--- config.mk ---
export PLATFORM = sky130hd
export DESIGN_NAME = sdram_burst_reader
export DESIGN_NICKNAME = d
export VERILOG_FILES = /design/src/rtl/sdram_pkg.sv /design/src/rtl/sync_fifo.sv /design/src/rtl/sdram_burst_reader.sv
export SDC_FILE = /design/constraint.sdc
export NUM_CORES = 1
export LEC_CHECK = 0
export CAP_MARGIN = 20
export CELL_PAD_IN_SITES_DETAIL_PLACEMENT = 0
export CELL_PAD_IN_SITES_GLOBAL_PLACEMENT = 1
export CORE_MARGIN = 3
export CORE_UTILIZATION = 50
export CTS_CLUSTER_SIZE = 16
export DETAILED_ROUTE_END_ITERATION = 7
export PLACE_DENSITY_LB_ADDON = 0.2
export REMOVE_ABC_BUFFERS = 1
export SYNTH_ARGS = -nofsm -noshare
export SYNTH_HDL_FRONTEND = slang
export SYNTH_SLANG_ARGS = --single-unit
--- constraint.sdc ---
create_clock -name clk -period 3.83 [get_ports clk]
set_input_delay 0.766 -clock clk [delete_from_list [all_inputs] [get_ports clk]]
set_output_delay 0.766 -clock clk [all_outputs]
set_load 0.05 [all_outputs]
--- src/rtl/sdram_pkg.sv ---
// ----------------------------------------------------------------------------
// sdram_pkg - shared widths, byteenable constant and burst-reader FSM encoding
// Rev 1.0
// ----------------------------------------------------------------------------
`default_nettype none

package sdram_pkg;

    localparam int         SDRAM_ADDR_W     = 26;
    localparam int         SDRAM_DATA_W     = 16;
    localparam logic [1:0] SDRAM_BYTEENABLE = 2'b11;

    typedef logic [1:0] rd_state_t;

    localparam rd_state_t ST_IDLE  = 2'd0;
    localparam rd_state_t ST_ISSUE = 2'd1;
    localparam rd_state_t ST_DRAIN = 2'd2;
    localparam rd_state_t ST_DONE  = 2'd3;

endpackage

`default_nettype wire

--- src/rtl/sync_fifo.sv ---
// ----------------------------------------------------------------------------
// sync_fifo - show-ahead synchronous FIFO with occupancy count
// Rev 1.0
// ----------------------------------------------------------------------------
`default_nettype none

module sync_fifo #(
    parameter  int DEPTH = 16,
    parameter  int WIDTH = 16,
    localparam int PTR_W = $clog2(DEPTH),
    localparam int CNT_W = PTR_W + 1
) (
    input  logic             clk,
    input  logic             rst,
    input  logic             push,
    input  logic [WIDTH-1:0] push_data,
    input  logic             pop,
    output logic [WIDTH-1:0] head,
    output logic             empty,
    output logic [CNT_W-1:0] count
);

    logic [WIDTH-1:0] mem [DEPTH];
    logic [PTR_W-1:0] wr_ptr;
    logic [PTR_W-1:0] rd_ptr;
    logic             do_pop;

    assign empty  = (count == '0);
    assign do_pop = pop && !empty;
    // Head reads as zero while empty so the output is deterministic after reset.
    assign head   = empty ? '0 : mem[rd_ptr];

    always_ff @(posedge clk) begin
        if (push) begin
            mem[wr_ptr] <= push_data;
        end
    end

    always_ff @(posedge clk or posedge rst) begin
        if (rst) begin
            wr_ptr <= '0;
            rd_ptr <= '0;
            count  <= '0;
        end else begin
            if (push) begin
                wr_ptr <= wr_ptr + PTR_W'(1);
            end
            if (do_pop) begin
                rd_ptr <= rd_ptr + PTR_W'(1);
            end
            case ({push, do_pop})
                2'b10:   count <= count + CNT_W'(1);
                2'b01:   count <= count - CNT_W'(1);
                default: count <= count;
            endcase
        end
    end

    a_no_overflow: assert property (@(posedge clk) disable iff (rst)
        !(push && (count == CNT_W'(DEPTH)) && !do_pop));

endmodule

`default_nettype wire

--- src/rtl/sdram_burst_reader.sv ---
// ----------------------------------------------------------------------------
// sdram_burst_reader - credit-limited Avalon-MM burst reader feeding a stream
// Rev 1.0
// ----------------------------------------------------------------------------
`default_nettype none

module sdram_burst_reader
    import sdram_pkg::*;
#(
    parameter int ADDR_W     = SDRAM_ADDR_W,
    parameter int DATA_W     = SDRAM_DATA_W,
    parameter int LEN_W      = 12,
    parameter int FIFO_DEPTH = 16
) (
    input  logic              clk,
    input  logic              rst,
    input  logic              start,
    input  logic [ADDR_W-1:0] base_addr,
    input  logic [LEN_W-1:0]  length,
    output logic              busy,
    output logic              done,
    output logic [ADDR_W-1:0] m_address,
    output logic              m_read,
    output logic              m_chipselect,
    output logic [1:0]        m_byteenable,
    input  logic              m_waitrequest,
    input  logic              m_readdatavalid,
    input  logic [DATA_W-1:0] m_readdata,
    output logic [DATA_W-1:0] out_data,
    output logic              out_valid,
    input  logic              out_ready
);

    localparam int CNT_W = $clog2(FIFO_DEPTH) + 1;
    localparam int CRD_W = CNT_W + 1;

    rd_state_t         state;
    logic [ADDR_W-1:0] addr;
    logic [LEN_W-1:0]  remaining;
    logic [CNT_W-1:0]  pending;
    logic [CNT_W-1:0]  pending_next;
    logic [CNT_W-1:0]  fifo_count;
    logic [CRD_W-1:0]  credits;
    logic              fifo_empty;
    logic              accept;
    logic              push;
    logic              pop;
    logic              can_raise;
    logic              can_continue;

    assign accept = m_read && !m_waitrequest;
    // Data with nothing outstanding is a leftover from before a reset.
    assign push   = m_readdatavalid && (pending != '0);
    assign pop    = out_valid && out_ready;

    // Free FIFO slots not yet promised to in-flight reads; a same-cycle pop is
    // ignored, which only delays the next request by a cycle.
    assign credits      = CRD_W'(FIFO_DEPTH) - CRD_W'(fifo_count) - CRD_W'(pending);
    assign can_raise    = (credits != '0);
    assign can_continue = (credits > CRD_W'(1));

    always_comb begin
        pending_next = pending;
        if (accept && !push) begin
            pending_next = pending + CNT_W'(1);
        end else if (!accept && push) begin
            pending_next = pending - CNT_W'(1);
        end
    end

    always_ff @(posedge clk or posedge rst) begin
        if (rst) begin
            state     <= ST_IDLE;
            addr      <= '0;
            remaining <= '0;
            pending   <= '0;
            m_read    <= 1'b0;
        end else begin
            pending <= pending_next;
            case (state)
                ST_IDLE: begin
                    if (start) begin
                        if (length != '0) begin
                            state     <= ST_ISSUE;
                            addr      <= base_addr;
                            remaining <= length;
                            m_read    <= can_raise;
                        end else begin
                            state <= ST_DONE;
                        end
                    end
                end
                ST_ISSUE: begin
                    if (accept) begin
                        addr      <= addr + ADDR_W'(1);
                        remaining <= remaining - LEN_W'(1);
                        if (remaining == LEN_W'(1)) begin
                            state  <= ST_DRAIN;
                            m_read <= 1'b0;
                        end else begin
                            m_read <= can_continue;
                        end
                    end else if (!m_read) begin
                        m_read <= can_raise;
                    end
                end
                ST_DRAIN: begin
                    if (pending_next == '0) begin
                        state <= ST_DONE;
                    end
                end
                ST_DONE: state <= ST_IDLE;
                default: state <= ST_IDLE;
            endcase
        end
    end

    assign busy         = (state != ST_IDLE);
    assign done         = (state == ST_DONE);
    assign m_address    = addr;
    assign m_chipselect = m_read;
    assign m_byteenable = SDRAM_BYTEENABLE;
    assign out_valid    = !fifo_empty;

    sync_fifo #(
        .DEPTH (FIFO_DEPTH),
        .WIDTH (DATA_W)
    ) u_fifo (
        .clk       (clk),
        .rst       (rst),
        .push      (push),
        .push_data (m_readdata),
        .pop       (pop),
        .head      (out_data),
        .empty     (fifo_empty),
        .count     (fifo_count)
    );

endmodule

`default_nettype wire

; Word level (Yosys, flattened, before mapping)
; Memory sizes are Yosys's and may differ from the RTL's.
; Index checks and enable logic that the tools add are counted.
[classes]
addsub = 10
n_lt_le_gt_ge = 1
n_eq_ne = 11
n_mux = 26
reduce_logical = 22
[ops]
columns = cell, count
row1 = $mux 26, 3
row2 = $pmux 26 s2, 1
row3 = $mux 12, 3
row4 = $add 26x1->26 const B, 1
row5 = $pmux 12 s2, 1
row6 = $mux 16, 1
row7 = $eq 12x1->1 const B, 1
row8 = $reduce_bool 12->1, 1
row9 = $sub 12x1->12 const B, 1
row10 = $add 5x1->5 const B, 2
row11 = $logic_not 5->1, 2
row12 = $mux 2, 5
row13 = $mux 5, 2
row14 = $ne 2x2->1 const B, 5
row15 = $pmux 5 s2, 1
row16 = $sub 5x1->5 const B, 2
row17 = $add 4x1->4 const B, 2
row18 = $pmux 2 s4, 1
row19 = $reduce_and 4->1, 2
row20 = $mux 1, 7
row21 = $eq 2x2->1 const B, 3
row22 = $gt 6x1->1 const B, 1
row23 = $logic_and 1x1->1, 6
row24 = $reduce_bool 2->1, 3
row25 = 9 further kinds, 13
[totals]
reg_bits = 59
ram_bits = 256
in_bits = 60
output_inout_bits = 49
elab_cells = 79
n_memories = 1
[mem_list]
columns = memory, depth, word_bits, rd, rd_ports_with_merged_regs, wr, line
row1 = u_fifo.mem, 16, 16, 1, 0, 1, sync_fifo.sv:23  ; logic [WIDTH-1:0] mem [DEPTH];

; Depth between registers and ports, before layout
; Gate-level depths: netlist of run 1.
[logic_depth]
ltp_word = 9
mapped_depth = 14
depth_no_buf = 14

; Modules after synthesis
; A second synthesis of run 1 with hierarchy kept.
[hier_totals]
cells_unflattened = 970
hier_area_um2 = 14041.0
[by_module_without_submodules]
columns = module, n_inst, cells_each, area_each_um2, seq_area_each_um2
row1 = sync_fifo, 1, 561, 10730.3, 8012.7
row2 = sdram_burst_reader, 1, 409, 3310.7, 1151.1

; Worst setup path before layout of run 1
; Ideal clock, no wire load.
[synth_timing]
kind = register to output
startpoint = register u_fifo.rd_ptr[0]
endpoint = output port out_data[10]
t_arrival_ps = 2424
t_required_ps = 3064
path_slack_ps = 640
path_stages_with_launch = 6
n_path_buf = 2
cell_sequence = dfrtp_1 -> buf_2 -> buf_1 -> mux4_2 -> mux4_2 -> nor2b_1
[synth_via]
elab_chain_len = 2
[synth_lines]
columns = item, line
row1 = from (decl), sync_fifo.sv:25  ; logic [PTR_W-1:0] rd_ptr;
row2 = from (signal assigned), sync_fifo.sv:49  ; rd_ptr <= rd_ptr + PTR_W'(1);
row3 = $mem_v2 16x16, --
row4 = $mux 16, sync_fifo.sv:31  ; assign head = empty ? '0 : mem[rd_ptr];
row5 = to (decl), sdram_burst_reader.sv:29  ; output logic [DATA_W-1:0] out_data,
; Every way passes these cells.

; Worst setup path after layout of run 1
[layout_timing]
startpoint = register u_fifo.rd_ptr[0]
endpoint = output port out_data[5]
; The elaborated chain is that of the path after synthesis.

==> out/qor.csv, run 1 <==
metric,value,unit
status,completed,
Initial Util,51.1,%
Area growth syn-to-layout,19.7,%
die width,172,um
max layer used,met4,
worst reg2reg path depth,14,
cell accounting for the most synthesized area,edfxtp_1,
Worst Setup SP,u_fifo.rd_ptr[0],
Core Box Area,27000,um^2
Min-Delay Path Class,reg2reg,
Die Height,172,um
Crit path largest cell delay,0.56,ns
Pwr Density,852,nW/um^2
max-slew violation count,0,
Synth cell types,63,
share of layout cells above drive strength 1,19.6,%
DRC errors left,0,
Max Freq,0.277,GHz
design area,16500,um^2
GR Util All Layers,21.5,%
Crit. End Element,output pin,
Final Setup Violations,0,
clock skew,0.0201,ns
n_diodes,0,
LEAKAGE,5.80,nW
Final HPWL DP,19200,um
CTS root buffer,clkbuf_16,
worst flop-to-flop path startpoint,pending[0],
Worst VDD drop,0.495,mV
CP most frequent cell,mux4_2,
DRT met1 WL,13300,um
CP max FO,27,
Num CTS Buffers,34,
"Net count, final",1091,
Final Util,61.1,%
largest net degree at the start of global routing,62,
most common library cell in the layout ignoring fill and taps,edfxtp_1,
Yosys warning count,0,
CTS tree,yes,
reg2reg end,u_fifo.count[4],
dpl ws,0.517,ns
WP depth,6,
mean area per synthesized cell,16.0,um^2
placed cell areas,15500,um^2
Post-synth EDFFs,256,
critical path's slowest cell,mux4_2,
first-pass GRT wire length,47800,um
DR vias/cell,5.86,
PortBufs,106,
most frequent cells in the layout,"256 x edfxtp_1, 90 x clkdlybuf4s50_1, 80 x mux4_2",
Top delay family on crit path,multiplexers,
Final min period,3.61,ns
maxcap violations,0,
Arrival @ worst endpoint,2.84,ns
routed vias,7994,
top_reg_cell synth,edfxtp_1,
FP Rows,60,
routed len/inst,22.8,um
area share of the largest cell type after synthesis,55.7,%
clock sinks,315,
Met3 Wirelength,1590,um
Max clock buf depth,3,
final hold violation count,0,
DRT iter0 DRCs,734,
Required @ worst endpoint,3.06,ns
IO Pins,109,
critical path type,reg2out,
"Reg clk slew, reported paths",0.06,ns
setup repair after global routing missed its margin,no,
R2R setup slack,0.78,ns
Pre-Repair DR Iteration Count,4,
CP startpoint kind,register,
Syn Std Cell Area,13800,um^2
Layout fillers,2011,
cells after synthesis,862,
routability cong.,0.823,
largest cells by area after synthesis,"edfxtp_1 56%, mux4_2 13%, dfrtp_1 11%",
final setup margin,0.219,ns
register area share after synthesis,66.4,%
Post-Layout Cell Count,1365,
met2 wire length,15600,um
total wire length,31100,um
asr flop ratio synth,18.7,%
Max transition margin,36.7,%
Hold WS,0.494,ns
Worst-Skew Late Latency,0.51,ns
antenna-violating nets left,0,
CP Cell Sequence,buf_12 > buf_6 > mux4_2 > mux4_2 > nor2b_1 > buf_4,
#FFs+latches synth,315,
placed cell count,1305,
initial antenna violation count,0,
Tightest Pin Transition,0.941,ns
Worst Path Buf+Inv,3,
vias in the first global route,8183,
Die ar.,29600,um^2
Worst Setup EP,out_data[5],
period utilisation layout,94.3,%
H-tree levels,2,
grt ovf,0,
==> power by group <==
group	internal, W	switching (W)	total (W)
logic	0.00260	0.00355	0.00614
clock network	0.00178	0.00128	0.00306
registers	0.00432	0.000554	0.00487
==> worst register-to-register path, cell delays in order, from the launching register on <==
cell     delay [ns]
dfrtp_1        0.44
inv_1          0.24
ha_1           0.24
nor4b_1        0.41
nor2_1         0.12
inv_1          0.13
ha_1           0.25
inv_1          0.11
fa_1           0.41
inv_1          0.07
a21o_1         0.10
a21oi_1        0.07
xnor2_1        0.13
nor2_1         0.12
xor2_1         0.15
==> flip-flops by register name, indices dropped and copies added (netlist names) <==
register,count
u_fifo.wr_ptr,4
m_chipselect,1
u_fifo.mem,256
pending,5
u_fifo.count,5
state,2
u_fifo.rd_ptr,4
remaining,12
m_address,26
==> metal layers <==
metal,GRT usage (%),vias up
li1,-,3691
met5,0,-
met1,29.7,4028
met2,36.3,230
met4,4.93,0
met3,3.77,45
==> cell usage after synthesis, types with 3 or more instances <==
library cell  number
edfxtp_1         256
mux4_2            80
a21oi_1           59
dfrtp_1           59
nand2_1           44
clkbuf_1          33
o21ai_0           33
nor2_1            30
ha_1              29
inv_1             28
nand3_1           25
o22ai_1           20
nor2b_1           17
nand4_1           12
xnor2_1           12
and2_1            10
and3_1             8
and4_1             8
a21o_1             7
buf_1              7
nor3_1             7
nor4_1             5
or3_1              5
xor2_1             5
buf_2              4
nand2b_1           4
a41o_1             3
buf_4              3
or4_1              3
==> logic make-up (layout without fill, tap and decap cells) <==
logic type,Yosys count,in the layout,share of synthesized area (%)
other,1,2,0.0272
adders and majority gates,31,31,2.92
AOI/OAI and AO/OA,150,150,6.72
muxes,84,84,13.4
xor gates and xnor gates,17,17,1.08
buffers and inverters,76,237,2.26
DFF,315,315,66.4
and+or+nand+nor,188,188,7.26
==> area by class of cell <==
type	instances	area, um^2	share of cell area [%]
Clock buffer	41	920	5.57
Clock inverter	19	130	0.788
Inverter	28	105	0.636
Multi-Input combinational cell	472	4340	26.3
Sequential cell	315	9170	55.5
Tap cell	341	427	2.58
Timing Repair Buffer	149	1430	8.67
==> what timing repair did <==
action	4_1_cts	5_1_grt
hold buffers	0	0
setup endpoints to repair	2	9
setup buffers	0	0
gates resized for setup	2	5
pin swaps	0	0
==> stage by stage <==
stage	total power [W]	TNS, ns
after floorplan	0.00926	-15.92
after global placement	0.0111	0
after detailed placement	0.0112	0
after CTS	0.0142	0
after global routing	0.0149	0
final	0.0141	0
==> how the worst min path moves through the flow <==
stage / from / to / slack, ns / cells after the start
6_report: u_fifo.count[4] / u_fifo.count[4] / 0.49 / 1
5_1_grt: u_fifo.count[4] / u_fifo.count[4] / 0.51 / 1
4_1_cts: u_fifo.count[4] / u_fifo.count[4] / 0.50 / 1
3_5_place_dp: u_fifo.count[4] / u_fifo.count[4] / 0.49 / 1
3_3_place_gp: u_fifo.count[4] / u_fifo.count[4] / 0.48 / 1
2_1_floorplan: u_fifo.count[4] / u_fifo.count[4] / 0.46 / 1
No activity file was read; power rests on OpenSTA's default activity.
==> run 2, diff against run 1 <==
--- a/config.mk
+++ b/config.mk
@@ -8,12 +8,13 @@
 export CAP_MARGIN = 20
 export CELL_PAD_IN_SITES_DETAIL_PLACEMENT = 0
 export CELL_PAD_IN_SITES_GLOBAL_PLACEMENT = 1
-export CORE_MARGIN = 3
+export CORE_MARGIN = 2
 export CORE_UTILIZATION = 50
 export CTS_CLUSTER_SIZE = 16
 export DETAILED_ROUTE_END_ITERATION = 7
 export PLACE_DENSITY_LB_ADDON = 0.2
 export REMOVE_ABC_BUFFERS = 1
+export SLEW_MARGIN = 20
 export SYNTH_ARGS = -nofsm -noshare
 export SYNTH_HDL_FRONTEND = slang
 export SYNTH_SLANG_ARGS = --single-unit
==> constraint.sdc (replaced) <==
create_clock -name clk -period 3.8 [get_ports clk]
set_input_delay 0.76 -clock clk [delete_from_list [all_inputs] [get_ports clk]]
set_output_delay 0.76 -clock clk [all_outputs]
set_load 0.05 [all_outputs]
==> run 2 against run 1 <==
Clock power grew 13%. Cell area grew 0.58%. Total power grew 3.0%. Clock skew grew 0.0056 ns. First-iteration DRC count shrank 13%. Combinational power shrank 1%. Critical path depth shrank 1. Sequential cell count is the same. Global-route usage shrank 0.24 points. Sequential power grew 2%. Register-to-register slack lost 0.16 ns. Core utilization grew 0.35 points. Largest cell class unchanged. Largest power group unchanged.
==> out/qor.csv, run 2 (synthesis gave the netlist of run 1 again) <==
metric,value,unit
status,completed,
period utilisation layout,94.9,%
Max clock buf depth,3,
grt ovf,0,
DRC errors left,0,
routability cong.,0.790,
final hold violation count,0,
Die ar.,29000,um^2
"Reg clk slew, reported paths",0.06,ns
most frequent cells in the layout,"256 x edfxtp_1, 90 x clkdlybuf4s50_1, 80 x mux4_2",
Pre-Repair DR Iteration Count,7,
Final min period,3.61,ns
max-slew violation count,0,
Core Box Area,27000,um^2
total wire length,30200,um
"Most flops, register",u_fifo.mem,
maxcap violations,0,
DRT iter0 DRCs,640,
share of layout cells above drive strength 1,20.0,%
FP Rows,60,
Tightest Pin Transition,0.948,ns
vias in the first global route,8101,
critical path type,reg2out,
"Net count, final",1082,
IO Pins,109,
Initial Util,51.1,%
n_diodes,0,
Worst Setup SP,u_fifo.rd_ptr[0],
die width,170,um
clock sinks,315,
routed len/inst,22.2,um
global route hottest layer,met2,
GR Util All Layers,21.2,%
CP max FO,24,
met3 Use GR,3.95,%
antenna-violating nets left,0,
PortBufs,106,
Worst VDD drop,0.542,mV
CTS tree,yes,
Crit. End Element,output pin,
clock skew,0.0257,ns
"Power, Total",0.0145,W
Pwr Density,872,nW/um^2
routed vias,8066,
Max transition margin,36.2,%
met1 Resource Use GR,28.2,%
Final HPWL DP,18500,um
Max Freq,0.277,GHz
DR vias/cell,5.93,
Die Height,170,um
max reg flops,256,
Num CTS Buffers,36,
first-pass GRT wire length,46200,um
CTS root buffer,clkbuf_16,
initial antenna violation count,0,
Required @ worst endpoint,3.04,ns
LEAKAGE,5.80,nW
Final Setup Violations,0,
largest net degree at the start of global routing,63,
Area growth syn-to-layout,20.4,%
Worst-Skew Late Latency,0.52,ns
GR Util met2,36.4,%
Arrival @ worst endpoint,2.85,ns
TNS Setup,0,ns
worst flop-to-flop path startpoint,u_fifo.count[0],
Min-Delay Path Class,in2async,
most common library cell in the layout ignoring fill and taps,edfxtp_1,
CP startpoint kind,register,
Layout fillers,2013,
H-tree levels,2,
setup repair after global routing missed its margin,no,
[run 2: changes by cell type in the layout (fill, tap and decap cells not counted), sizes merged]
| cell | change |
|---|---|
| bufinv | +2 |
| clkbuf | +2 |
| clkinvlp | +3 |
| inv | -1 |
| dlymetal6s2s | -3 |
| buf | -8 |
[run 2: layer usage]
metal | share of wire [%] | vias to the layer above
met2 | 51 | 261
li1 | - | 3675
met3 | 5.9 | 45
met1 | 42 | 4085
met5 | 0 | -
met4 | 1.7 | 0
[run 2: layout make-up]
class	count	area [um^2]	area share, %
Clock buffer	43	1000	6.02
Timing Repair Buffer	138	1360	8.18
Sequential cell	315	9170	55.2
Multi-Input combinational cell	472	4340	26.1
Inverter	28	105	0.632
Tap cell	341	427	2.57
Clock inverter	23	218	1.31
[run 2: report_power, final]
part           switching, W  internal (W)
Sequential         0.000613       0.00435
Combinational       0.00349       0.00258
Clock               0.00137       0.00209
[run 2: worst paths after layout]
path                            slack, ns                to  cells after the start
worst min-delay path                 0.51     m_address[23]                      2
worst max register to register       0.62   u_fifo.count[4]                     12
min in group clk                     0.53   u_fifo.count[4]                      1
worst min register to register       0.53   u_fifo.count[4]                      1
max in group asynchronous            2.60  u_fifo.rd_ptr[1]                      3
worst max-delay path                 0.19       out_data[0]                      5
[run 2: through the flow]
| step | util [%] | cell area (um^2) | hold WS, ns | cells | worst slack, ns |
|---|---|---|---|---|---|
| after floorplan | - | 13600 | 0.458 | 815 | -1.01 |
| after global placement | 57.0 | 15400 | 0.511 | 1294 | 0.549 |
| after detailed placement | 57.0 | 15400 | 0.509 | 1294 | 0.503 |
| after CTS | 61.5 | 16600 | 0.506 | 1360 | 0.00543 |
| after global routing | 61.5 | 16600 | 0.523 | 1360 | 0.0420 |
| final | 61.5 | 16600 | 0.514 | 1360 | 0.194 |
[run 2: what timing repair did]
action | 4_1_cts | 5_1_grt
resized for setup | 2 | 2
pin swaps | 0 | 0
setup endpoints to repair | 2 | 7
buffers inserted | 0 | 0
cloned | 0 | 0
hold buffers | 0 | 0
hold endpoints to repair | 0 | 0
[run 2: worst max-delay path: stages, from the launching register on]
cell,delay [ns]
dfrtp_4,0.61
buf_6,0.35
mux4_2,0.55
mux4_2,0.46
nor2b_1,0.14
buf_4,0.18
==> run 3, diff against run 2 <==
--- a/config.mk
+++ b/config.mk
@@ -5,10 +5,11 @@
 export SDC_FILE = /design/constraint.sdc
 export NUM_CORES = 1
 export LEC_CHECK = 0
+export ABC_CLOCK_PERIOD_IN_PS = 3800
 export CAP_MARGIN = 20
 export CELL_PAD_IN_SITES_DETAIL_PLACEMENT = 0
 export CELL_PAD_IN_SITES_GLOBAL_PLACEMENT = 1
-export CORE_MARGIN = 2
+export CORE_MARGIN = 5
 export CORE_UTILIZATION = 50
 export CTS_CLUSTER_SIZE = 16
 export DETAILED_ROUTE_END_ITERATION = 7
==> run 3 against run 2 <==
Global-route usage decreased by 0.91 points. Wire length increased by 5.4%. Count of clock-buffer cells in the layout decreased by 3. Sequential cell count unchanged. Hold slack got worse by 0.0085 ns.
==> out/qor.csv, run 3 (synthesis gave the netlist of run 1 again) <==
metric,value,unit
maxcap violations,0,
TNS Setup,0,ns
Gate power share,43.3,%
routability cong.,0.799,
Worst-Skew Late Latency,0.52,ns
Sw Ratio,38.5,%
Hold WS,0.506,ns
LEAKAGE,5.76,nW
grt ovf,0,
"Reg clk slew, reported paths",0.06,ns
"Most flops, register",u_fifo.mem,
total wire length,31800,um
sequential share of power,34.5,%
Die Height,176,um
Crit. End Element,output pin,
Num CTS Buffers,34,
Final HPWL DP,18300,um
first-pass GRT wire length,48100,um
clock skew,0.0131,ns
Initial Util,50.9,%
die width,176,um
Area growth syn-to-layout,19.9,%
Core Box Area,27100,um^2
CTS tree,yes,
Required @ worst endpoint,3.04,ns
Post-Layout Cell Count,1393,
Max transition margin,30.5,%
initial antenna violation count,0,
CP startpoint kind,register,
final hold violation count,0,
Arrival @ worst endpoint,2.87,ns
max reg flops,256,
Die ar.,31000,um^2
PortBufs,106,
GR Util All Layers,20.3,%
DRT iter0 DRCs,660,
Tightest Pin Transition,1.03,ns
CP max FO,22,
largest net degree at the start of global routing,62,
Final Setup Violations,0,
Min-Delay Path Class,reg2reg,
clock power share,22.2,%
antenna-violating nets left,0,
max-slew violation count,0,
FP Rows,60,
Pwr Density,868,nW/um^2
period utilisation layout,95.5,%
"Net count, final",1086,
most common library cell in the layout ignoring fill and taps,edfxtp_1,
Final Util,61.1,%
Final min period,3.63,ns
H-tree levels,2,
Pre-Repair DR Iteration Count,5,
"Power, Total",0.0144,W
vias in the first global route,8206,
routed len/inst,22.9,um
placed cell count,1330,
sw power,0.00553,W
Max Freq,0.276,GHz
hold_buf cts,0,
status,completed,
DR vias/cell,5.76,
DRC errors left,0,
IO Pins,109,
Pint,0.00883,W
most frequent cells in the layout,"256 x edfxtp_1, 91 x clkdlybuf4s50_1, 80 x mux4_2",
Layout fillers,2001,
critical path type,reg2out,
Post-CTS Setup Bufs,0,
clock sinks,315,
setup repair after global routing missed its margin,no,
CTS root buffer,clkbuf_16,
routed vias,8022,
Worst VDD drop,0.515,mV
Max clock buf depth,3,
share of layout cells above drive strength 1,19.5,%
## run 3: cell count changes in the layout (fill, tap and decap cells not counted), sizes merged
cell	change
clkdlybuf4s50	+1
buf	+3
inv	+3
diode	+1
dlymetal6s2s	-1
bufinv	-1
dlygate4sd2	+2
clkbuf	-2
clkinv	-1
clkinvlp	-3
## run 3: final timing paths
| path | cells past startpoint | slack [ns] | endpoint | start |
|---|---|---|---|---|
| min in group asynchronous | 2 | 0.69 | state[0] | rst |
| min | 1 | 0.51 | u_fifo.count[4] | u_fifo.count[4] |
| min reg2reg | 1 | 0.51 | u_fifo.count[4] | u_fifo.count[4] |
| max reg2reg | 14 | 0.75 | u_fifo.count[4] | pending[0] |
| max | 6 | 0.17 | out_data[2] | u_fifo.rd_ptr[0] |
| max in group asynchronous | 3 | 2.37 | u_fifo.rd_ptr[0] | rst |
## run 3: final cells by class
class                      count  area, um^2  area share [%]
antenna                        1        2.50          0.0151
clock buffer                  40         895            5.40
clock inverter                21         189            1.14
inverter                      28         105           0.635
multi-input combinational    472        4340            26.2
sequential                   315        9170            55.4
tap                          372         465            2.81
timing repair buffer         144        1390            8.39
## run 3: layer usage
| metal | part of all wire [%] | routed length, um | global-route usage, % | vias to the layer above |
|---|---|---|---|---|
| li1 | - | - | - | 3683 |
| met3 | 5.2 | 1670 | 3.49 | 47 |
| met2 | 51 | 16100 | 34.6 | 254 |
| met5 | 0 | 0 | 0 | - |
| met1 | 42 | 13300 | 27.2 | 4038 |
| met4 | 2.4 | 765 | 6.01 | 0 |
## run 3: power groups by stage
stage / clock (W) / sequential, W / combinational (W)
finish: 0.00319 / 0.00495 / 0.00622
global route: 0.00340 / 0.00503 / 0.00672
CTS: 0.00326 / 0.00494 / 0.00624
detailed placement: 0 / 0.00500 / 0.00626
global placement: 0 / 0.00499 / 0.00620
floorplan: 0 / 0.00558 / 0.00375
## run 3: timing repair
item / in CTS / in global routing
gates resized for setup: 4 / 2
gates cloned: 0 / 1
endpoints found under the setup margin: 4 / 11
pin swaps: 0 / 0
## run 3: metrics by stage
step / instance area [um^2] / worst slack (ns)
6_report: 16600 / 0.171
5_1_grt: 16600 / 0.0616
4_1_cts: 16500 / 0.0296
3_5_place_dp: 15400 / 0.476
3_3_place_gp: 15400 / 0.492
2_1_floorplan: 13600 / -1.01
## run 3: worst max-delay path, cell delays in order, from the launching register on
cell and delay, ns:
dfrtp_4 0.49, buf_12 0.23, clkbuf_16 0.27, mux4_2 0.52, mux4_2 0.48, nor2b_1 0.15
buf_4 0.19
